## config.mk

```make
export PLATFORM = sky130hd
export DESIGN_NAME = spi_master_shift
export DESIGN_NICKNAME = d
export VERILOG_FILES = /design/src/rtl/spi_master_shift.sv
export SDC_FILE = /design/constraint.sdc
export NUM_CORES = 1
export LEC_CHECK = 0
export CAP_MARGIN = 20
export CELL_PAD_IN_SITES_DETAIL_PLACEMENT = 1
export CELL_PAD_IN_SITES_GLOBAL_PLACEMENT = 2
export CORE_ASPECT_RATIO = 1.2
export CORE_MARGIN = 1.5
export CORE_UTILIZATION = 32
export DETAILED_ROUTE_END_ITERATION = 7
export PLACE_DENSITY = 0.73
export SLEW_MARGIN = 20
export SYNTH_ARGS = -nofsm -noshare
export SYNTH_HDL_FRONTEND = slang
export SYNTH_SLANG_ARGS = --single-unit
```

## constraint.sdc

```tcl
create_clock -name clk -period 5.1 [get_ports clk]
set_clock_uncertainty 0.15 [all_clocks]
set_input_delay 1.02 -clock clk [delete_from_list [all_inputs] [get_ports clk]]
set_output_delay 1.02 -clock clk [all_outputs]
set_load 0.02 [all_outputs]
```

## src/rtl/spi_master_shift.sv

```systemverilog
// spi_master_shift: SPI mode-0 master serializer.
// Pulls bytes from the upstream FIFO stage (data_to_mosi / spi_cs), shifts them
// out MSB-first on MOSI while capturing MISO on each SCLK rising edge, and keeps
// CS_N low across back-to-back bytes while the enable stays high.
`timescale 1ns/1ps

module spi_master_shift #(
   parameter int CLK_DIV = 4,
   parameter int DSIZE   = 8
) (
   input  logic             clk,
   input  logic             rst,
   input  logic [DSIZE-1:0] data_to_mosi,
   input  logic             spi_cs,
   input  logic             miso,
   output logic             sclk,
   output logic             mosi,
   output logic             cs_n,
   output logic             byte_ack,
   output logic [DSIZE-1:0] rx_data,
   output logic             rx_valid,
   output logic             busy
);

   localparam int             BW          = (DSIZE > 1) ? $clog2(DSIZE) : 1;
   localparam logic [7:0]     LP_DIV_LAST = 8'(CLK_DIV - 1);
   localparam logic [BW-1:0]  LP_BIT_LAST = BW'(DSIZE - 1);

   typedef enum logic [1:0] {
      ST_IDLE = 2'd0,
      ST_LOW  = 2'd1,
      ST_HIGH = 2'd2,
      ST_HOLD = 2'd3
   } state_t;

   state_t           r_state;
   state_t           w_state_next;
   logic [7:0]       r_div_cnt;
   logic [BW-1:0]    r_bit_cnt;
   logic             r_guard_done;
   logic [DSIZE-1:0] r_tx_sr;
   logic [DSIZE-1:0] r_rx_sr;
   logic             r_sclk;
   logic             r_cs_n;
   logic             r_byte_ack;
   logic [DSIZE-1:0] r_rx_data;
   logic             r_rx_valid;
   logic             r_busy;

   logic             w_tick;
   logic             w_load;
   logic             w_sample;
   logic             w_fall;
   logic             w_shift;
   logic             w_finish;
   logic             w_release;

   assign w_tick = (r_div_cnt == LP_DIV_LAST);

   // Next-state decode and per-edge action strobes for the datapath.
   always_comb begin
      w_state_next = r_state;
      w_load       = 1'b0;
      w_sample     = 1'b0;
      w_fall       = 1'b0;
      w_shift      = 1'b0;
      w_finish     = 1'b0;
      w_release    = 1'b0;
      case (r_state)
         ST_IDLE: begin
            // The guard flag covers the time after reset; the tick covers the
            // edge on which the minimum CS_N high time is first reached.
            if ((r_guard_done || w_tick) && spi_cs) begin
               w_load       = 1'b1;
               w_state_next = ST_LOW;
            end else begin
               w_state_next = ST_IDLE;
            end
         end
         ST_LOW: begin
            if (w_tick) begin
               w_sample     = 1'b1;
               w_state_next = ST_HIGH;
            end else begin
               w_state_next = ST_LOW;
            end
         end
         ST_HIGH: begin
            if (w_tick) begin
               w_fall = 1'b1;
               if (r_bit_cnt == LP_BIT_LAST) begin
                  w_state_next = ST_HOLD;
               end else begin
                  w_shift      = 1'b1;
                  w_state_next = ST_LOW;
               end
            end else begin
               w_state_next = ST_HIGH;
            end
         end
         ST_HOLD: begin
            if (w_tick) begin
               w_finish = 1'b1;
               if (spi_cs) begin
                  w_load       = 1'b1;
                  w_state_next = ST_LOW;
               end else begin
                  w_release    = 1'b1;
                  w_state_next = ST_IDLE;
               end
            end else begin
               w_state_next = ST_HOLD;
            end
         end
         default: begin
            w_state_next = ST_IDLE;
         end
      endcase
   end

   // State register, divider, bit counter and CS_N guard flag.
   always_ff @(posedge clk) begin
      if (!rst) begin
         r_state      <= ST_IDLE;
         r_div_cnt    <= 8'd0;
         r_bit_cnt    <= '0;
         r_guard_done <= 1'b1;
         r_busy       <= 1'b0;
      end else begin
         r_state <= w_state_next;
         r_busy  <= (w_state_next != ST_IDLE);
         if ((w_state_next != r_state) || w_tick) begin
            r_div_cnt <= 8'd0;
         end else begin
            r_div_cnt <= r_div_cnt + 8'd1;
         end
         if (w_load) begin
            r_bit_cnt <= '0;
         end else if (w_shift) begin
            r_bit_cnt <= r_bit_cnt + {{(BW-1){1'b0}}, 1'b1};
         end
         if (w_release) begin
            r_guard_done <= 1'b0;
         end else if ((r_state == ST_IDLE) && w_tick) begin
            r_guard_done <= 1'b1;
         end
      end
   end

   // Shift registers and registered SPI/handshake outputs.
   always_ff @(posedge clk) begin
      if (!rst) begin
         r_tx_sr    <= '0;
         r_rx_sr    <= '0;
         r_sclk     <= 1'b0;
         r_cs_n     <= 1'b1;
         r_byte_ack <= 1'b0;
         r_rx_data  <= '0;
         r_rx_valid <= 1'b0;
      end else begin
         r_byte_ack <= w_load;
         r_rx_valid <= w_finish;
         if (w_load) begin
            r_tx_sr <= data_to_mosi;
         end else if (w_shift) begin
            r_tx_sr <= {r_tx_sr[DSIZE-2:0], 1'b0};
         end
         if (w_sample) begin
            r_rx_sr <= {r_rx_sr[DSIZE-2:0], miso};
         end
         if (w_sample) begin
            r_sclk <= 1'b1;
         end else if (w_fall) begin
            r_sclk <= 1'b0;
         end
         if (w_load) begin
            r_cs_n <= 1'b0;
         end else if (w_release) begin
            r_cs_n <= 1'b1;
         end
         if (w_finish) begin
            r_rx_data <= r_rx_sr;
         end
      end
   end

   // MOSI is the MSB of the transmit register, so it moves only on loads and
   // on SCLK falling edges.
   assign mosi     = r_tx_sr[DSIZE-1];
   assign sclk     = r_sclk;
   assign cs_n     = r_cs_n;
   assign byte_ack = r_byte_ack;
   assign rx_data  = r_rx_data;
   assign rx_valid = r_rx_valid;
   assign busy     = r_busy;

endmodule

```

* Yosys cells after proc, flatten, opt, wreduce, memory -nomap -nowiden *
Index checks and enable logic that the tools add are counted.

cells by class
  $add $sub $neg = 2
  equal/unequal tests = 6
  reduce and logical (&&, ||, !) cells = 12
  bitwise operators = 1
  mux-type cells = 29

operator list
  operator                                                                number
  1-bit two-way mux                                                       21
  8-bit two-way mux                                                       2
  2-bit nonzero test                                                      5
  8-bit by 1-bit adder with 8-bit output (second input constant)          1
  8-bit by 2-bit equality test with 1-bit output (second input constant)  1
  2-bit two-way mux                                                       4
  2-bit one-hot mux with 4 select lines                                   1
  2-bit equality test (second input constant)                             2
  2-bit OR reduction                                                      2
  3-bit by 1-bit adder with 3-bit output (second input constant)          1
  3-bit equality test (second input constant)                             1
  2-bit by 1-bit equality test with 1-bit output (second input constant)  1
  1-bit logical AND                                                       2
  2-bit logical NOT                                                       1
  1-bit logical OR                                                        2
  2-bit != test                                                           1
  1-bit one-hot mux with 2 select lines                                   1
  1-bit NOT                                                               1

word-level totals
  output and inout bits = 14
  bits in registers = 43
  logic and storage cells = 62
  input port bits = 12

* Logic depth before layout (Yosys ltp) *
  depth after elaboration = 8
  gate-level depth with buffers = 8
  mapped depth without buffers = 6

* Worst setup path before layout *
OpenSTA, ideal clock, no wires.

  kind = input to register
  start point = in spi_cs
  end point = reg r_div_cnt[1]
  buffers on the path = 1
  required time = 4.864 ns
  arrival = 2.143 ns
  setup time = 0.086 ns
  cell stages on the path = 5
  slack = 2.722 ns
  cells stage by stage = a21boi_0 > nor3_1 > or4b_1 > buf_1 > a211oi_1

between the ends
  longest elaborated chain between the ends = 6
  elaborated cells between the ends (all ways) = 8
  those cells by class = 1 x eq/ne; 4 x mux; 3 x reduce/logical

RTL lines
  what                                                    RTL line  source
  start, declared                                         14        input logic spi_cs,
  1-bit two-way mux or 1-bit logical AND (tied branches)  104, 73
  2-bit two-way mux or 1-bit two-way mux (tied branches)  102, 73
  2-bit one-hot mux with 4 select lines *                 69        case (r_state)
  2-bit != test *                                         132       if ((w_state_next != r_state) || w_tick) begin
  1-bit logical OR *                                      132
  2-bit OR reduction (no line) *                          -
  end signal, assigned                                    135       r_div_cnt <= r_div_cnt + 8'd1;
  end, declared                                           38        logic [7:0] r_div_cnt;

Every way passes the cells marked *; elsewhere a longest branch is shown, timed or not.
A chain may end at the register's enable or synchronous reset.

* Worst setup path after layout *
  start point = in rst
  end point = reg r_div_cnt[5]

between the ends
  longest elaborated chain between the ends = 2

RTL lines
  what                          RTL line  source
  start, declared               12        input logic rst,
  1-bit NOT (no line)           -
  2-bit OR reduction (no line)  -

Every way passes these cells.

==> metrics.yaml <==
finalHoldViolations: 0
dp_hpwl_mm: 3.26
ys_types: 32
design.core.area_um2: 5710
slew_headroom: 0.474
syn-instance-count: 206
fin_tns_setup_ns: 0
power_density_nw_per_um2: 300
grt_max_degree: 34
power_leakage_nw: 0.850
cp.required_ns: 5.15
ys_seq_area_frac: 0.452
final_nets: 248
clkTransAtPathRegs_ns: 0.08
areaGrowthSynthToFinish_pct: 22.7
slowest_delay_ns: 0.72
worstMarginPinSlew_ns: 0.784
clk_latency_ns: 0.29
hp-class: "flop to flop"
end_kind: "flop"
timing.fmax_mhz: 351
yosysWarnings: 0
ir_worst_vdd_v: 0.000182
root_buffer: "clkbuf_8"
routedWlPerCell_um: 14.6
ctsHtreeMaxLevel: 2
post_cts_buffers: 0
dr.pass1.iters: 4
die_area_um2: 6420
slew_violations: 0
ys_ff_latch: 43
netlist.area_leader.share: 0.452
vias: 1581
finalCoreUtilization: 0.409
dieHeight_um: 87.5
startpoint_type: "input port"
ctsHoldBuffers: 0
cp_slowest_cell: "or4b_1"
initial_core_util: 0.334
grt_pass1_vias: 1576
cp_cell_sequence: "clkdlybuf4s50_1 -> inv_1 -> buf_4 -> or4b_1 -> a211oi_1"
period_minus_slack_ns: 2.85
netlist_area_um2: 1900
portBuffers: 25
cts_sinks: 43
finalCritPeriodShare: 0.559
ioPinCount: 26
viasPerCell: 5.12
crit_type: "input port to flop"
drt_wl_total_mm: 4.52
synth_area_leaders: "dfxtp_1, a211oi_1, a21oi_1"
arrival_ns: 2.90
postRouteAntennaNets: 0
rows: 30
drt_iter0_markers: 41
ctsResizeCount: 0
syn_nets: 226
routabilityCongestion: 0.813
drc_errors: 0
avgSynthCellArea_um2: 9.24
diodes: 0
setup_viol: 0
outcome: "complete, no violations"
synth_edf_count: 0
synth_top_cell_by_area: "dfxtp_1"
synthFlopType: "dfxtp_1"
grt-ovfl-total: 0
cts_buffers: 5
clk_path_buf_depth: 2
die_w_um: 73.4
track_usage: 0.149
drv_cap: 0
rsz0062_at_grt: "false"
grt_pass1_wl_mm: 7.36
crit_path_max_fanout: 33
synthArstFlopShare: 0
antenna_found_initial: 0
drive_gt1_frac: 0.0655
cts_tree: "built"
==> where the power goes <==
part,total [W],leakage (nW),switching [W],internal (W)
Sequential,0.000355,0.349,0.00000726,0.000348
Clock,0.000271,0.0612,0.000113,0.000158
Combinational,0.0000752,0.440,0.0000429,0.0000323
==> worst paths after layout <==
| path | slack (ns) | to | cells past startpoint | startpoint |
|---|---|---|---|---|
| setup / recovery | 2.25 | r_div_cnt[5] | 5 | rst |
| setup reg to reg | 2.46 | r_tx_sr[5] | 5 | r_div_cnt[0] |
| hold / removal | 0.31 | rx_data[0] | 2 | rx_data[0] |
| hold reg to reg | 0.31 | rx_data[0] | 2 | rx_data[0] |
==> placed cells by master (no fill, tap or decap), types with 2 or more instances in the layout <==
master,count
dfxtp_1,43
nand2_1,26
clkdlybuf4s50_1,25
a21oi_1,22
a211oi_1,16
nand3_1,15
mux2i_1,10
ha_1,8
nor2_1,7
a2111oi_0,7
clkbuf_8,6
inv_1,5
o21ai_0,5
nor3_1,5
xor2_1,5
and3_1,3
and2_1,2
a211oi_2,2
xnor2_1,2
==> metrics by stage <==
| step | total power (W) | hold slack (ns) | setup WS (ns) | instance area [um2] | instances |
|---|---|---|---|---|---|
| 6_report | 0.000701 | 0.308 | 2.25 | 2340 | 309 |
| 5_1_grt | 0.000734 | 0.332 | 2.14 | 2340 | 309 |
| 4_1_cts | 0.000714 | 0.312 | 2.27 | 2340 | 309 |
| 3_5_place_dp | 0.000438 | 0.300 | 1.96 | 2220 | 301 |
| 3_3_place_gp | 0.000434 | 0.289 | 2.08 | 2220 | 301 |
| 2_1_floorplan | 0.000409 | 0.272 | 2.72 | 1900 | 206 |
==> synth_stat cells (2+ instances only) <==
master / count
and3_1: 3
inv_1: 5
nand2_1: 26
nor3_1: 5
buf_2: 2
nand3_1: 15
a2111oi_0: 7
xnor2_1: 2
o21ai_0: 5
nor2_1: 7
a211oi_1: 16
ha_1: 8
clkbuf_1: 7
and2_1: 2
a211oi_2: 2
dfxtp_1: 43
buf_1: 2
a21oi_1: 22
xor2_1: 5
mux2i_1: 10
==> cell families (layout without fill, tap and decap cells) <==
kind of cell,count (synthesis),count (layout),share of synthesized area
AOI/OAI and AO/OA,56,56,0.197
DFF,43,43,0.452
xor gates and xnor gates,7,7,0.0322
and+or+nand+nor,65,65,0.179
adders and majority gates,8,8,0.0526
buffers and inverters,17,40,0.0348
muxes,10,10,0.0526
==> registers in the layout, summed over array words and instances (netlist names) <==
register      cells
busy              1
r_div_cnt         8
r_tx_sr           8
r_guard_done      1
r_rx_sr           8
cs_n              1
rx_data           8
r_state           2
byte_ack          1
r_bit_cnt         3
sclk              1
rx_valid          1
==> worst max-delay path, delay by kind of cell <==
family / cells / cell delay [ns]
AND/OR/NAND/NOR: 1 / 0.72
AO/OA/AOI/OAI: 1 / 0.27
buffers and inverters: 3 / 0.88
==> area by class of cell <==
| cell class | instances | area (um2) |
|---|---|---|
| fill | 698 | 3370 |
| multi-input combinational | 146 | 977 |
| sequential | 43 | 861 |
| timing repair buffer | 26 | 258 |
| tap | 80 | 100 |
| clock buffer | 6 | 82.6 |
| clock inverter | 2 | 35.0 |
| inverter | 6 | 22.5 |
==> routing by layer <==
layer  routed length, um  GRT usage  part of all wire  vias to the layer above
met5                   0          0                 0                        -
met4                  59     0.0556             0.013                        0
met3                 132     0.0278             0.029                        4
li1                    -          -                 -                      787
met1                1980      0.175              0.44                      768
met2                2350      0.268              0.52                       22
Note: power is estimated with default switching activity, not from simulation.
